**src/rtl/graph_loader.sv**
```systemverilog
// Graph edge loader: builds an N x N adjacency matrix from a stream of edge beats, then
// computes per-node weights 1/outdeg by restoring division. Option macro: GRAPH_LOADER_DANGLING_EN.
module graph_loader #(
    parameter int N     = 4,
    parameter int WIDTH = 16,
    localparam int IDW  = $clog2(N)
) (
    input  logic               clk,
    input  logic               reset,
    input  logic               clear,
    input  logic               edge_valid,
    output logic               edge_ready,
    input  logic [IDW-1:0]     edge_src,
    input  logic [IDW-1:0]     edge_dst,
    input  logic               edge_last,
    output logic [N*N-1:0]     adj,
    output logic [N*WIDTH-1:0] nodeWeight,
    output logic               done
);
    localparam int SW = $clog2(WIDTH + 1);
    localparam int RW = IDW + 2;
    localparam logic [SW-1:0]    LAST_STEP = SW'(WIDTH);
    localparam logic [IDW-1:0]   LAST_NODE = IDW'(N - 1);
    localparam logic [WIDTH-1:0] ONE_W     = {{(WIDTH-1){1'b0}}, 1'b1};
    localparam logic [WIDTH-1:0] DANG_W    = ONE_W << (WIDTH - IDW);

    typedef enum logic [1:0] {
        LOAD = 2'd0,
        CALC = 2'd1,
        DONE = 2'd2
    } state_t;

    state_t             state_r, state_s;
    logic               ready_r, done_r;
    logic [N*N-1:0]     adj_r, adj_s, fill_s;
    logic [N*WIDTH-1:0] weight_r;
    logic [IDW:0]       outdeg_r [N];
    logic [IDW:0]       outdeg_s [N];
    logic [IDW-1:0]     node_r;
    logic [SW-1:0]      step_r;
    logic [RW-1:0]      rem_r, rem_s;
    logic [WIDTH:0]     quo_r, quo_s;
    logic [IDW:0]       d_s;
    logic [RW:0]        trial_s, diff_s;
    logic               ge_s;
    logic [WIDTH-1:0]   weight_s;
    logic [2*IDW-1:0]   idx_s;
    logic               xfer_s, last_s, calc_end_s;

    assign edge_ready = ready_r;
    assign done       = done_r;
    assign adj        = adj_r;
    assign nodeWeight = weight_r;

    // ready is only ever high in LOAD, so a transfer implies LOAD
    assign xfer_s     = edge_valid && ready_r;
    assign last_s     = xfer_s && edge_last;
    assign calc_end_s = (state_r == CALC) && (node_r == LAST_NODE) && (step_r == LAST_STEP);
    assign idx_s      = {edge_dst, edge_src};

    // Next-state logic; clear overrides everything else
    always_comb begin
        state_s = state_r;
        case (state_r)
            LOAD: begin
                if (clear)       state_s = LOAD;
                else if (last_s) state_s = CALC;
                else             state_s = LOAD;
            end
            CALC: begin
                if (clear)           state_s = LOAD;
                else if (calc_end_s) state_s = DONE;
                else                 state_s = CALC;
            end
            DONE: begin
                if (clear) state_s = LOAD;
                else       state_s = DONE;
            end
            default: state_s = LOAD;
        endcase
    end

    // State register with registered ready/done decoded from the next state
    always_ff @(posedge clk or posedge reset) begin
        if (reset) begin
            state_r <= LOAD;
            ready_r <= 1'b0;
            done_r  <= 1'b0;
        end else begin
            state_r <= state_s;
            ready_r <= (state_s == LOAD);
            done_r  <= (state_s == DONE);
        end
    end

    // Edge insertion: only a previously clear bit bumps the source out-degree
    always_comb begin
        adj_s    = adj_r;
        outdeg_s = outdeg_r;
        if (xfer_s && !adj_r[idx_s]) begin
            adj_s[idx_s]       = 1'b1;
            outdeg_s[edge_src] = outdeg_r[edge_src] + {{IDW{1'b0}}, 1'b1};
        end else begin
            adj_s = adj_r;
        end
        fill_s = adj_s;
`ifdef GRAPH_LOADER_DANGLING_EN
        for (int j = 0; j < N; j++) begin
            for (int i = 0; i < N; i++) begin
                fill_s[i*N+j] = adj_s[i*N+j] | (outdeg_s[j] == {(IDW+1){1'b0}});
            end
        end
`endif
    end

    // One restoring step; the dividend 2^WIDTH contributes a 1 only on the first step
    always_comb begin
        d_s     = outdeg_r[node_r];
        trial_s = {rem_r, (step_r == {SW{1'b0}})};
        diff_s  = trial_s - {2'b00, d_s};
        ge_s    = (trial_s >= {2'b00, d_s});
        if (ge_s) rem_s = diff_s[RW-1:0];
        else      rem_s = trial_s[RW-1:0];
        quo_s = {quo_r[WIDTH-1:0], ge_s};
        if (d_s == {(IDW+1){1'b0}}) begin
`ifdef GRAPH_LOADER_DANGLING_EN
            weight_s = DANG_W;
`else
            weight_s = {WIDTH{1'b0}};
`endif
        end else if (quo_s[WIDTH]) begin
            weight_s = {WIDTH{1'b1}};
        end else begin
            weight_s = quo_s[WIDTH-1:0];
        end
    end

    // Datapath: adjacency build in LOAD, per-node division in CALC, hold in DONE
    always_ff @(posedge clk or posedge reset) begin
        if (reset) begin
            adj_r    <= {(N*N){1'b0}};
            weight_r <= {(N*WIDTH){1'b0}};
            for (int k = 0; k < N; k++) outdeg_r[k] <= {(IDW+1){1'b0}};
            node_r   <= {IDW{1'b0}};
            step_r   <= {SW{1'b0}};
            rem_r    <= {RW{1'b0}};
            quo_r    <= {(WIDTH+1){1'b0}};
        end else if (clear) begin
            adj_r    <= {(N*N){1'b0}};
            weight_r <= {(N*WIDTH){1'b0}};
            for (int k = 0; k < N; k++) outdeg_r[k] <= {(IDW+1){1'b0}};
            node_r   <= {IDW{1'b0}};
            step_r   <= {SW{1'b0}};
            rem_r    <= {RW{1'b0}};
            quo_r    <= {(WIDTH+1){1'b0}};
        end else begin
            case (state_r)
                LOAD: begin
                    if (last_s) adj_r <= fill_s;
                    else        adj_r <= adj_s;
                    outdeg_r <= outdeg_s;
                end
                CALC: begin
                    if (step_r == LAST_STEP) begin
                        weight_r[node_r*WIDTH +: WIDTH] <= weight_s;
                        node_r <= node_r + {{(IDW-1){1'b0}}, 1'b1};
                        step_r <= {SW{1'b0}};
                        rem_r  <= {RW{1'b0}};
                        quo_r  <= {(WIDTH+1){1'b0}};
                    end else begin
                        step_r <= step_r + {{(SW-1){1'b0}}, 1'b1};
                        rem_r  <= rem_s;
                        quo_r  <= quo_s;
                    end
                end
                default: begin
                    adj_r <= adj_r;
                end
            endcase
        end
    end
endmodule

```
**config.mk**
```make
export PLATFORM = sky130hd
export DESIGN_NAME = graph_loader
export DESIGN_NICKNAME = d
export VERILOG_FILES = /design/src/rtl/graph_loader.sv
export SDC_FILE = /design/constraint.sdc
export NUM_CORES = 1
export LEC_CHECK = 0
export BUFFER_PORTS_ARGS = -buffer_cell sky130_fd_sc_hd__buf_2
export CORE_MARGIN = 2
export CORE_UTILIZATION = 60
export CTS_BUF_LIST = sky130_fd_sc_hd__clkbuf_16
export DETAILED_ROUTE_END_ITERATION = 8
export PLACE_DENSITY = 0.84
export SLEW_MARGIN = 0
export SYNTH_ARGS = -nofsm -noshare
export SYNTH_HDL_FRONTEND = slang
export SYNTH_SLANG_ARGS = --single-unit
```
**constraint.sdc**
```tcl
create_clock -name clk -period 12.3 [get_ports clk]
set_clock_uncertainty 0.05 [all_clocks]
set_input_delay 2.46 -clock clk [delete_from_list [all_inputs] [get_ports clk]]
set_output_delay 2.46 -clock clk [all_outputs]
set_load 0.005 [all_outputs]
```
==> summary.txt <==
Run status
  – Status: completed

Clock tree
  – Clock Pin Slew Worst Setup and Hold Paths: 60 ps
  – Clock Sinks: 123
  – Clk buf depth: 2
  – # resized after CTS: 0
  – Setup Fix Bufs, Post-CTS: 0
  – Root buf cell: clkbuf_16
  – CTS hold repair buffers: 0
  – Clock latency on the worst-skew pair: 410 ps
  – H-tree Lvls: 4
  – TritonCTS clock tree: yes
  – Total CTS buffers: 17

Critical path
  – Worst Setup EP: nodeWeight[48]
  – CP arrival: 4720 ps
  – CP endpoint kind: register
  – Worst path max stage delay: 1020 ps
  – FF-to-FF path depth: 8
  – Reg2reg end: rem_r[2]
  – Launch point of the worst path: clear
  – Critical Path Start Type: input pin
  – Worst path top cell family by delay: compound AO/OA/AOI/OAI gates
  – Worst-path fanout max: 49
  – Worst Path Required: between 10000 and 15000 ps
  – Slowest CP cell: a21oi_1
  – WP buf/inv: 2
  – Reg2reg setup slack: 9250 ps
  – CP Class: in2reg
  – Crit path depth: 6
  – Cells along the critical path: buf_2 > nor2_1 > buf_4 > nor2_2 > a21oi_1 > a22o_1
  – RR Startpoint: node_r[0]

Floorplanning
  – Num rows: 34
  – Core Region: 0.00881 mm^2
  – Full die area: 0.00997 mm^2
  – Die Wd: 99.8 um
  – Die Span Y: 99.8 um
  – Io pins: 91
  – Initial Utilization: 0.626

Synth
  – Number of flops mapped to enable cells by yosys: 0
  – Synth Area in XOR/XNOR: 0.00795
  – Top FF cell, synth: dfrtp_1
  – Post-synthesis cell type count: 54
  – Cell Area, Synth: 0.00551 mm^2
  – Yosys Warn Count: 0
  – Compound-cell area share of the yosys netlist: 0.188
  – Post-Syn Instances: 463
  – Largest family of logic cells by synthesized area: compound AO/OA/AOI/OAI gates
  – Mux cell area share after synthesis: 0.0681
  – Seq cells post-synth: 123
  – Syn_nets: 484
  – Adder-cell share of the synthesized area: 0.0286
  – Simple logic cell fraction of the synthesized area: 0.115
  – Seq/Total Area, Yosys: 0.559
  – Ys async rst share: 1.00
  – Average cell area after synthesis: 11.9 um^2

Route
  – Vias: roughly 4200
  – DRC Markers: 0
  – Routed wire length: 13200 um
  – Drt initial violations: 429
  – 1st-pass router iterations: 5
  – Final ANT Viol Nets: 0
  – Drt via density: around 6.3
  – Routed len/inst: 19.7 um

GRT
  – Initial antenna violation count: 0
  – First-pass GRT wire length: 21500 um
  – Total gr overflow: 0
  – Vias in the first global route: 4145
  – GR Util All Layers: 0.279
  – Largest net degree at the start of global routing: between 80 and 90

Power and ir drop
  – Share of power burned in registers: 0.423
  – Psw: 0.000242 W
  – Internal power: about 0.00073 W
  – Switching Fraction: 0.249
  – Power share of the clock group: 0.523
  – Logic pwr share: 0.054
  – PwrDens: 148 mW/mm^2
  – Leak: between 3 and 4 nW
  – IR drop worst, VDD: around 0.00011 V

Timing
  – Least-Margin Pin Slew: 1290 ps
  – Finish-stage setup viols: 0
  – RSZ-0062 raised after global routing: false
  – Final hold violations: 0
  – Crit share post-route: 0.360
  – Relative slew slack: 0.139
  – Pins Over Slew Limit: 0
  – Hold Slack: 425 ps
  – F_max: 0.226 GHz
  – Final TNS setup: 0 ps
  – Min cycle time layout: 4420 ps

Final layout
  – Most common cell after layout, fill and taps aside: dfrtp_1
  – Final net count: about 570
  – Share of cells above drive strength 1: 0.277
  – Most frequent cells in the layout: 123 x dfrtp_1, 90 x buf_2, 46 x nor2_1, 46 x o2bb2ai_1, 30 x nand2_1
  – Area growth syn-to-layout: 19.7%
  – Final Util: 0.749
  – Non-Filler Instances: approximately 670
  – ANT cells: 0

Placement
  – Placed insts: 639
  – Post-DP HPWL: between 8000 and 9000 um
  – GP Congestion: 0.826
  – Port Buffer Count: 90

Hold path
  – HP Class: reg2reg

Job
  – Max Cap Viol: 0
-- per-stage QoR --
stage                     total power (W)  setup slack, ps  cell area, um^2
final                            0.000974             7880             6590
after detailed placement         0.000471             7510             5990
after global placement           0.000469             7540             5990
after CTS                        0.000979             7920             6590
after floorplan                  0.000457             6520             5510
after global routing              0.00100             7680             6590
-- routing by layer --
metal | up-vias | routed length, um | track usage
met3 | 25 | 909 | 0.0522
met5 | - | 0 | 0
li1 | 1886 | - | -
met2 | 223 | 6670 | 0.458
met1 | 2101 | 5400 | 0.378
met4 | 0 | 236 | 0.0991
-- logic make-up (layout without fill, tap and decap cells) --
kind of cell    Yosys count  after routing
compound gates          130            130
flops                   123            123
buf+inv                  37            137
simple gates            127            127
fa+ha+maj                12             12
mux                      29             29
xor+xnor                  5              5
-- synth_stat cells, drive strengths merged, types with 4 or more instances --
cell type	count	share of area
nor2b	10	0.011
buf	13	0.017
a21oi	14	0.013
nor2	47	0.032
a31oi	9	0.010
mux4	6	0.025
o21ai	17	0.015
mux2	8	0.016
o211ai	5	0.0077
dfrtp	123	0.56
a22o	20	0.032
nor3	4	0.0036
clkbuf	14	0.0095
o2bb2ai	46	0.073
nand2	32	0.023
a211o	4	0.0064
ha	11	0.025
nand3	7	0.0073
nand2b	11	0.012
mux2i	15	0.027
inv	10	0.0068
-- worst min path at each step --
stage | from | endpoint | slack, ps | cells after the start
floorplan | rem_r[3] | rem_r[3] | 400 | 2
global placement | nodeWeight[28] | nodeWeight[28] | 410 | 2
detailed placement | nodeWeight[20] | nodeWeight[20] | 420 | 2
CTS | nodeWeight[20] | nodeWeight[20] | 430 | 2
global route | nodeWeight[39] | nodeWeight[39] | 450 | 1
finish | nodeWeight[20] | nodeWeight[20] | 420 | 2
-- power by group through the flow --
stage          Sequential [W]  Clock (W)  Combinational (W)
2_1_floorplan        0.000418          0          0.0000394
3_3_place_gp         0.000418          0          0.0000502
3_5_place_dp         0.000419          0          0.0000521
4_1_cts              0.000411   0.000515          0.0000528
5_1_grt              0.000412   0.000531          0.0000585
6_report             0.000412   0.000510          0.0000528
-- state kept, by name (all words and copies together) (netlist names) --
name and count:
state_r 2, step_r 5, nodeWeight 64, outdeg_r 12, rem_r 4, done 1
node_r 2, adj 16, edge_ready 1, quo_r 16
-- cell type report --
| class | instances | area (um^2) |
|---|---|---|
| flip-flops and latches | 123 | 3080 |
| repair buffers | 95 | 488 |
| clock buffers | 17 | 425 |
| well taps | 108 | 135 |
| fillers | 554 | 2210 |
| inverters | 10 | 40.0 |
| clock inverters | 15 | 176 |
| multi-input cells | 303 | 2250 |
-- worst register-to-register path, stage by stage (launching register included) --
cell      delay [ps]
dfrtp_1          670
mux4_2           590
inv_1            120
ha_1             250
nor2b_1          130
o21ai_0          220
nand3b_1         330
mux2_2           370
a22o_1           200
No activity file was read; power rests on OpenSTA's default activity.
